## src/rtl/mips_multicycle_core.sv

```systemverilog
`default_nettype none
// ============================================================================
// Module   : mips_multicycle_core
// Brief    : Multicycle MIPS subset core (FETCH/DECODE/EXECUTE/WRITEBACK/HALT)
//            with memory-mapped I/O: sw 0xFFFF_0000 -> port_out,
//            lw 0xFFFF_0004 <- port_in.
//            Define MIPS_MC_PORTIN_SYNC_EN to sample port_in through a
//            two-flop synchroniser.
// Revision : 1.0 - initial release
// ============================================================================
module mips_multicycle_core #(
    parameter int          MEMORY_DEPTH  = 32,
    parameter int          PORT_IN_WIDTH = 8,
    parameter logic [31:0] RESET_PC      = 32'h0000_0000
) (
    input  logic                     clk,
    input  logic                     reset,
    input  logic                     run,
    output logic [31:0]              instr_addr,
    input  logic [31:0]              instr_data,
    input  logic [PORT_IN_WIDTH-1:0] port_in,
    output logic [31:0]              port_out,
    output logic [31:0]              alu_result_out,
    output logic                     halted
);

    typedef enum logic [2:0] {
        S_FETCH     = 3'd0,
        S_DECODE    = 3'd1,
        S_EXECUTE   = 3'd2,
        S_WRITEBACK = 3'd3,
        S_HALT      = 3'd4
    } state_t;

    localparam logic [5:0]  c_OP_RTYPE = 6'h00, c_OP_J   = 6'h02, c_OP_BEQ = 6'h04,
                            c_OP_BNE   = 6'h05, c_OP_ADDI = 6'h08, c_OP_ORI = 6'h0D,
                            c_OP_LUI   = 6'h0F, c_OP_LW  = 6'h23, c_OP_SW  = 6'h2B;
    localparam logic [5:0]  c_FN_SLL = 6'h00, c_FN_SRL = 6'h02, c_FN_ADD = 6'h20,
                            c_FN_SUB = 6'h22, c_FN_AND = 6'h24, c_FN_OR  = 6'h25,
                            c_FN_SLT = 6'h2A;
    localparam logic [31:0] c_PORT_OUT_ADDR = 32'hFFFF_0000;
    localparam logic [31:0] c_PORT_IN_ADDR  = 32'hFFFF_0004;
    localparam logic [31:0] c_DEPTH         = 32'(MEMORY_DEPTH);

    state_t      r_state_q;
    logic [31:0] r_pc_q, r_ir_q, r_a_q, r_b_q, r_imm_q, r_alu_q, r_port_out_q;
    logic        r_halted_q;
    logic [31:0] r_rf_q [32];

    logic [5:0]  w_op, w_funct;
    logic [4:0]  w_rs, w_rt, w_rd, w_shamt;
    logic [31:0] w_pc4, w_alu_d, w_pc_d, w_wb_data, w_port_val;
    logic        w_is_branch, w_r_ok, w_wb_en, w_pc_oor;
    logic [4:0]  w_wb_addr;

`ifdef MIPS_MC_PORTIN_SYNC_EN
    logic [PORT_IN_WIDTH-1:0] r_sync1_q, r_sync2_q;

    // Synchroniser keeps sampling while the core is frozen by run = 0.
    always_ff @(posedge clk) begin
        if (reset) begin
            r_sync1_q <= '0;
            r_sync2_q <= '0;
        end else begin
            r_sync1_q <= port_in;
            r_sync2_q <= r_sync1_q;
        end
    end
    assign w_port_val = 32'(r_sync2_q);
`else
    assign w_port_val = 32'(port_in);
`endif

    assign w_op     = r_ir_q[31:26];
    assign w_rs     = r_ir_q[25:21];
    assign w_rt     = r_ir_q[20:16];
    assign w_rd     = r_ir_q[15:11];
    assign w_shamt  = r_ir_q[10:6];
    assign w_funct  = r_ir_q[5:0];
    assign w_pc4    = r_pc_q + 32'd4;
    assign w_pc_oor = {2'b00, r_pc_q[31:2]} >= c_DEPTH;

    always_comb begin
        w_alu_d     = '0;
        w_pc_d      = w_pc4;
        w_is_branch = 1'b0;
        w_r_ok      = 1'b1;
        case (w_op)
            c_OP_RTYPE: begin
                case (w_funct)
                    c_FN_ADD: w_alu_d = r_a_q + r_b_q;
                    c_FN_SUB: w_alu_d = r_a_q - r_b_q;
                    c_FN_AND: w_alu_d = r_a_q & r_b_q;
                    c_FN_OR:  w_alu_d = r_a_q | r_b_q;
                    c_FN_SLT: w_alu_d = {31'b0, $signed(r_a_q) < $signed(r_b_q)};
                    c_FN_SLL: w_alu_d = r_b_q << w_shamt;
                    c_FN_SRL: w_alu_d = r_b_q >> w_shamt;
                    default:  w_r_ok  = 1'b0;
                endcase
            end
            c_OP_ADDI, c_OP_LW, c_OP_SW: w_alu_d = r_a_q + r_imm_q;
            c_OP_ORI: w_alu_d = r_a_q | {16'b0, r_ir_q[15:0]};
            c_OP_LUI: w_alu_d = {r_ir_q[15:0], 16'b0};
            c_OP_BEQ, c_OP_BNE: begin
                w_alu_d     = r_a_q - r_b_q;
                w_is_branch = 1'b1;
                if ((r_a_q == r_b_q) == (w_op == c_OP_BEQ))
                    w_pc_d = w_pc4 + {r_imm_q[29:0], 2'b00};
            end
            c_OP_J: begin
                w_is_branch = 1'b1;
                w_pc_d      = {w_pc4[31:28], r_ir_q[25:0], 2'b00};
            end
            default: ;
        endcase
    end

    // Writeback selection; lw from a non-port address returns 0.
    always_comb begin
        w_wb_en   = 1'b0;
        w_wb_addr = w_rt;
        w_wb_data = r_alu_q;
        case (w_op)
            c_OP_RTYPE: begin
                w_wb_en   = w_r_ok;
                w_wb_addr = w_rd;
            end
            c_OP_ADDI, c_OP_ORI, c_OP_LUI: w_wb_en = 1'b1;
            c_OP_LW: begin
                w_wb_en   = 1'b1;
                w_wb_data = (r_alu_q == c_PORT_IN_ADDR) ? w_port_val : 32'h0;
            end
            default: ;
        endcase
    end

    always_ff @(posedge clk) begin
        if (reset) begin
            r_state_q    <= S_FETCH;
            r_pc_q       <= RESET_PC;
            r_ir_q       <= '0;
            r_a_q        <= '0;
            r_b_q        <= '0;
            r_imm_q      <= '0;
            r_alu_q      <= '0;
            r_port_out_q <= '0;
            r_halted_q   <= 1'b0;
            for (int i = 0; i < 32; i++) r_rf_q[i] <= '0;
        end else if (run) begin
            case (r_state_q)
                S_FETCH: begin
                    if (w_pc_oor) begin
                        r_state_q  <= S_HALT;
                        r_halted_q <= 1'b1;
                    end else begin
                        r_ir_q    <= instr_data;
                        r_state_q <= S_DECODE;
                    end
                end
                S_DECODE: begin
                    r_a_q     <= r_rf_q[w_rs];
                    r_b_q     <= r_rf_q[w_rt];
                    r_imm_q   <= {{16{r_ir_q[15]}}, r_ir_q[15:0]};
                    r_state_q <= S_EXECUTE;
                end
                S_EXECUTE: begin
                    r_alu_q <= w_alu_d;
                    if (w_is_branch) begin
                        r_pc_q    <= w_pc_d;
                        r_state_q <= S_FETCH;
                    end else begin
                        r_state_q <= S_WRITEBACK;
                    end
                end
                S_WRITEBACK: begin
                    if (w_wb_en && (w_wb_addr != 5'd0)) r_rf_q[w_wb_addr] <= w_wb_data;
                    if ((w_op == c_OP_SW) && (r_alu_q == c_PORT_OUT_ADDR)) r_port_out_q <= r_b_q;
                    r_pc_q    <= w_pc4;
                    r_state_q <= S_FETCH;
                end
                S_HALT:  ;
                default: r_state_q <= S_FETCH;
            endcase
        end
    end

    assign instr_addr     = r_pc_q;
    assign port_out       = r_port_out_q;
    assign alu_result_out = r_alu_q;
    assign halted         = r_halted_q;

endmodule
`default_nettype wire

```

## config.mk

```make
export PLATFORM = sky130hd
export DESIGN_NAME = mips_multicycle_core
export DESIGN_NICKNAME = d
export VERILOG_FILES = /design/src/rtl/mips_multicycle_core.sv
export SDC_FILE = /design/constraint.sdc
export NUM_CORES = 2
export LEC_CHECK = 0
export CAP_MARGIN = 20
export CORE_MARGIN = 3
export CORE_UTILIZATION = 57
export DETAILED_ROUTE_END_ITERATION = 8
export PLACE_DENSITY_LB_ADDON = 0.15
export SLEW_MARGIN = 15
export SYNTH_ARGS = -nofsm -noshare
export SYNTH_HDL_FRONTEND = slang
export SYNTH_SLANG_ARGS = --single-unit
```

## constraint.sdc

```tcl
create_clock -name clk -period 4.5 [get_ports clk]
set_input_delay 1.35 -clock clk [delete_from_list [all_inputs] [get_ports clk]]
set_output_delay 1.35 -clock clk [all_outputs]
set_load 0.01 [all_outputs]
```

======== Yosys cells after proc, flatten, opt, wreduce, memory -nomap -nowiden ========
Memory sizes are Yosys's and may differ from the RTL's. A register that Yosys moved wholly into a read port is not among the register bits.
Cells that the tools add are included.
word-level totals
  memory bits (writable) .................. 1024
  register bits ........................... 148
  bits of input ports ..................... 43
  memory bits (read-only) ................. 0
  bits in latches ......................... 0
  logic and storage cells ................. 90
  memories ................................ 1
memory list
  name    depth  bits a word  read ports  clocked after memory_dff  wr ports  line  source
  r_rf_q  32     32           2           2                         32        48    logic [31:0] r_rf_q [32];
operators by class
  shift-type cells ........................ 2
  reduce and logical (&&, ||, !) cells .... 20
  bitwise logic cells ..................... 5
  order comparisons ....................... 2
  add/sub/neg operators ................... 5
  $mul .................................... 0
  divide/modulo/power cells ............... 0
  multiplexer cells ....................... 25
  eq/ne operators ......................... 23
operators by type and width
  operator                                                            count
  case mux 32 bit (7 select lines)                                    1
  case mux 32 bit (5 select lines)                                    1
  2-to-1 mux 32 bit                                                   4
  case mux 32 bit (2 select lines)                                    2
  adder 32 bit                                                        3
  equality test 32 bit, second input constant                         2
  equality test 6 bit, second input constant                          7
  adder 32 x 3 -> 32 bit, second input constant                       1
  bitwise AND 32 bit                                                  1
  equality test 32 bit                                                1
  less-than comparator 32 bit                                         1
  bitwise OR 32 x 16 -> 32 bit                                        1
  bitwise OR 32 bit                                                   1
  OR reduction 32 bit                                                 1
  left shift 32 x 5 -> 32 bit                                         1
  >> shifter 32 x 5 -> 32 bit                                         1
  subtractor 32 bit                                                   1
  greater-or-equal comparator 30 x 6 -> 1 bit, second input constant  1
  equality test 6 x 4 -> 1 bit, second input constant                 3
  equality test 6 x 2 -> 1 bit, second input constant                 2
  equality test 6 x 3 -> 1 bit, second input constant                 2
  logical NOT 6 bit                                                   2
  case mux 3 bit (4 select lines)                                     1
  AND reduction 3 bit                                                 4
  21 further kinds                                                    37

======== Longest topological paths before layout ========
  depth after elaboration ................. 12
  depth in mapped cells ................... 18
  gate-level depth less buffers ........... 17

======== Worst setup path after synthesis ========
Ideal clock, no wire load.
  kind .................................... register to register
  from .................................... reg r_pc_q[10], in the netlist instr_addr[10]
  to ...................................... reg r_pc_q[31], in the netlist instr_addr[31]
  cell stages (with the launch flop) ...... 19
  clock period less this slack ............ 4079 ps
  path buffers ............................ 2
  arrival time ............................ 3958 ps
  library setup time ...................... 121 ps
  data required time ...................... 4379 ps
  slack ................................... 421 ps
  cell sequence ........................... dfxtp_1 > clkbuf_1 > nand4_1 > nor3_1 > and3_1 > clkbuf_1 > nand4_1 > xnor2_1 > ha_1 > and2_1 > a221o_1 > a31o_2 > a41o_1 > a21oi_1 > o211ai_1 > a21o_1 > nand3_1 > mux2i_1 > mux2_2
between the ends
  word-level cells in the longest chain between the ends .. 6
ends and longest elaborated chain
  item                                  line  source
  start, declared                       46    logic [31:0] r_pc_q, r_ir_q, r_a_q, r_b_q, r_imm_q, r_alu_q, r_port_out_q;
  start signal, assigned                169   r_pc_q <= w_pc_d;
  start signal, assigned                178   r_pc_q <= w_pc4;
  adder 32 x 3 -> 32 bit (*)            80    assign w_pc4 = r_pc_q + 32'd4;
  adder 32 bit                          108   w_pc_d = w_pc4 + {r_imm_q[29:0], 2'b00};
  2-to-1 mux 32 bit                     107   if ((r_a_q == r_b_q) == (w_op == c_OP_BEQ))
  case mux 32 bit (2 select lines)      88    case (w_op)
  2-to-1 mux 32 bit                     168   if (w_is_branch) begin
  case mux 32 bit (2 select lines) (*)  150   case (r_state_q)
Mark *: on every way between the ends. The rest lies on a longest branch, timed or not. The select of a mux whose other input is x is not followed.
A chain may end at the register's enable or synchronous reset.

======== Worst setup path in the final report ========
  from .................................... reg r_b_q[16], read port of r_rf_q
  to ...................................... reg r_alu_q[0], in the netlist alu_result_out[0]
between the ends
  word-level cells in the longest chain between the ends .. 3
ends and longest elaborated chain
  item                                                       line  source
  start, declared                                            46
  less-than comparator 32 bit, or another cell as far along  95    c_FN_SLT: w_alu_d = {31'b0, $signed(r_a_q) < $signed(r_b_q)};
  case mux 32 bit (7 select lines) (*)                       90    case (w_funct)
  case mux 32 bit (5 select lines) (*)                       88
  end signal, assigned                                       167   r_alu_q <= w_alu_d;
  end, declared                                              46
Mark *: on every way between the ends. The rest lies on a longest branch, timed or not.

==> reports/metrics.yaml <==
status: "complete, no violations"
die_w_microns: 362
synth_xor_area_share_pct: 1.41
switchingPower_mw: 20.5
dieHeight_microns: 362
setup_viol_count_final: 0
internal-power_mw: 28.5
synthFlopType: "edfxtp_1"
post-route-min-period_ns: 4.32
critPathBufInv: 2
ant_nets: 0
async_flop_share_pct: 0
timing.rr.start: "r_b_q[16]$_SDFFE_PP0P_"
grt_pass1_wl_mm: 412
drtIter0Drc: 10149
netlist_top_cells_count: "1371 x nor2_1, 1024 x edfxtp_1, 664 x mux4_2"
crit_path_max_fanout: 12
post-place-cells: 7783
reg2reg_depth: 13
critPathTopFamily: "compound AO/OA/AOI/OAI gates"
seq_power_share_pct: 29.4
crit_cells: 13
root_buffer: "clkbuf_16"
drt_pass1_iterations: 6
clkSinkCount: 1234
fmax_mhz: 232
place.gp.congestion: 1.05
cap_violations: 0
hp-class: "reg -> reg"
startpoint: "r_b_q[16]$_SDFFE_PP0P_"
total_power_mw: 49.0
endpoint_kind: "flop"
grt_pass1_vias: 56142
r2r_slack_ns: 0.18
worstHoldStart: "port_out[12]$_SDFFE_PP0P_"
synthTopCellsByArea: "edfxtp_1 43%, mux4_2 21%, nor2_1 7.1%"
finalClockSkew_ns: 0.0510
cp_data_arrival_time_ns: 4.98
wl_per_cell_microns: 36.3
initial_utilization_pct: 57.8
yosys.cell_count.top_type: "nor2_1"
combPwrFrac_pct: 47.6
fin_cells: 8039
endpoint: "alu_result_out[0]$_SDFFE_PP0P_"
slowest_stage: "ha_1"
hpwl_mm: 202
worst_pin_slew_ns: 1.17
netlist_area_sq_um: 72200
max_stage_delay_ns: 0.49
yosysTopAreaCellShare_pct: 42.6
yosysSeqAreaShare_pct: 48.4
vias_per_cell: 7.23
slew_headroom_pct: 21.6
rsz0062_at_grt: "no"
power_density_nw_per_um2: 591
gr-usage-all-layers_pct: 44.5
coreArea_sq_um: 125000
p_leak_nw: 27.8
avgSynthCellArea_sq_um: 11.8
holdPathStages: 2
synth_seq_cells: 1234
grt_max_degree: 99
cts_tree: "built"
cp-start-kind: "flop"
cts_buffer_depth: 3
netSwitchingFraction_pct: 41.9
synth_edf_count: 1024
critPathKind: "reg -> reg"
setup_tns_ns: 0
layout-drive-gt1-share_pct: 22.6
fillers: 9164
core.rowCount: 129
cp.required_ns: 5.16
insertion_delay_ns: 0.79
yosysWarnings: 0
cts.clk_slew.worst_paths_ns: 0.07
slew_violations: 0
drc: 0
worstPathCellList: "inv_1, ha_1, nor3_1, o21ai_0, a31oi_1, o21ai_0, a311oi_1, buf_4, o21ai_0, a31oi_1, o21ai_0, a211oi_1, o21ai_0"
final.period_utilization_pct: 95.9
htree_num_levels: 4
ctsHoldBuffers: 0
synthAdderAreaFrac_pct: 2.97
syn_to_final_growth_pct: 14.9
postRouteWirelength_mm: 292
ios: 140
antenna_found_initial: 12
power_frac_clock_pct: 23.0
die-area_sq_um: 131000
synthSimpleGateAreaFrac_pct: 12.0
vias: 58112
netlist_instances: 6092
finalNetCount: 6497
cts_buffers: 137
yosysTopAreaCell: "edfxtp_1"
port_buffers: 137
finalHoldViolCount: 0
r2r_end: "alu_result_out[0]$_SDFFE_PP0P_"
ir_drop_v: 0.000482
synth_top_family_by_area: "multiplexers"
synth-compound-area-share_pct: 8.47
grt_remaining_overflow: 0
critPathMostFrequentCell: "o21ai_0"
muxShareOfSynthArea_pct: 23.0
yosysUniqueCellTypes: 84
-- through the flow --
stage                     area, sq um  worst slack (ns)  hold slack (ns)  util (%)
final                           82900             0.183            0.483      66.5
after global routing            82900           0.00158            0.504      66.4
after CTS                       82900             0.297            0.488      66.4
after detailed placement        78400             0.325            0.472      62.8
after floorplan                 72300             0.421            0.457         -
after global placement          78400             0.243            0.463      62.8
-- what timing repair did --
item | 4_1_cts | 5_1_grt
setup buffers | 0 | 0
gates resized for setup | 0 | 4
setup endpoints to repair | 0 | 2
-- power by group through the flow --
stage,registers [mW],clock network [mW],logic [mW]
after floorplan,13.6,0,13.7
after global placement,14.5,0,22.4
after detailed placement,14.5,0,22.4
after CTS,14.3,11.3,22.5
after global routing,14.4,11.8,23.9
final,14.4,11.3,23.3
-- worst min path at each step --
stage / to / slack, ns
floorplan: r_imm_q[0]$_SDFFE_PP0P_ / 0.46
global placement: port_out[13]$_SDFFE_PP0P_ / 0.46
detailed placement: port_out[11]$_SDFFE_PP0P_ / 0.47
CTS: port_out[11]$_SDFFE_PP0P_ / 0.49
global route: port_out[11]$_SDFFE_PP0P_ / 0.50
finish: port_out[12]$_SDFFE_PP0P_ / 0.48
-- cell usage in the layout, fill, tap and decap left out, types with 27 or more instances in the layout --
cell | netlist | routed
nor2_1 | 1371 | 1371
edfxtp_1 | 1024 | 1024
mux4_2 | 664 | 664
nand2_1 | 400 | 369
buf_4 | 2 | 352
a21oi_1 | 281 | 280
dfxtp_1 | 210 | 195
o21ai_0 | 166 | 166
ha_1 | 165 | 164
mux2i_1 | 145 | 145
clkbuf_16 | 0 | 139
clkdlybuf4s50_1 | 0 | 136
inv_1 | 135 | 134
buf_12 | 0 | 94
xnor2_1 | 85 | 85
a211oi_1 | 69 | 67
nor3_1 | 69 | 63
a21o_1 | 59 | 59
nand3_1 | 58 | 57
a311oi_1 | 43 | 43
a31oi_1 | 34 | 34
a221oi_1 | 34 | 34
conb_1 | 1 | 34
xor2_1 | 31 | 31
nand2_2 | 0 | 31
nand2b_2 | 0 | 31
o22ai_1 | 30 | 30
clkinv_1 | 3 | 30
clkbuf_1 | 479 | 28
o21bai_1 | 27 | 27
-- final cells by class --
cell class | count | area [sq um] | area share (%)
clock buffer | 171 | 3640 | 4.39
inverter | 139 | 527 | 0.635
multi-input combinational | 4190 | 34900 | 42.1
clock inverter | 80 | 841 | 1.01
tap | 1637 | 2050 | 2.47
sequential | 1234 | 35000 | 42.2
timing repair buffer | 583 | 5900 | 7.12
antenna | 5 | 12.5 | 0.0151
-- state kept, by name, summed over array words and instances (netlist names) --
| register | count |
|---|---|
| r_state_q | 3 |
| r_b_q | 32 |
| r_ir_q | 32 |
| instr_addr | 30 |
| alu_result_out | 32 |
| port_out | 32 |
| halted | 1 |
| r_rf_q | 1024 |
| r_imm_q | 16 |
| r_a_q | 32 |
-- cells by family after synthesis --
family	Yosys count
AOI/OAI and AO/OA	932
xor gates and xnor gates	116
adders and majority gates	169
buffers and inverters	701
DFF	1234
muxes	827
other	1
and+or+nand+nor	2112
-- worst reg2reg max path, cell delays in order, from the launching register on --
cell and delay (ns):
dfxtp_1 0.48, inv_1 0.14, ha_1 0.49, nor3_1 0.45
o21ai_0 0.24, a31oi_1 0.48, o21ai_0 0.21, a311oi_1 0.40
buf_4 0.20, o21ai_0 0.10, a31oi_1 0.41, o21ai_0 0.29
a211oi_1 0.24, o21ai_0 0.10
-- layer usage --
layer	track usage (%)	share of wire, %
met2	66.1	44
met3	12.5	14
met1	57.7	34
met4	29.0	8.0
met5	1.27	0.091
(Power assumes the default switching activity.)
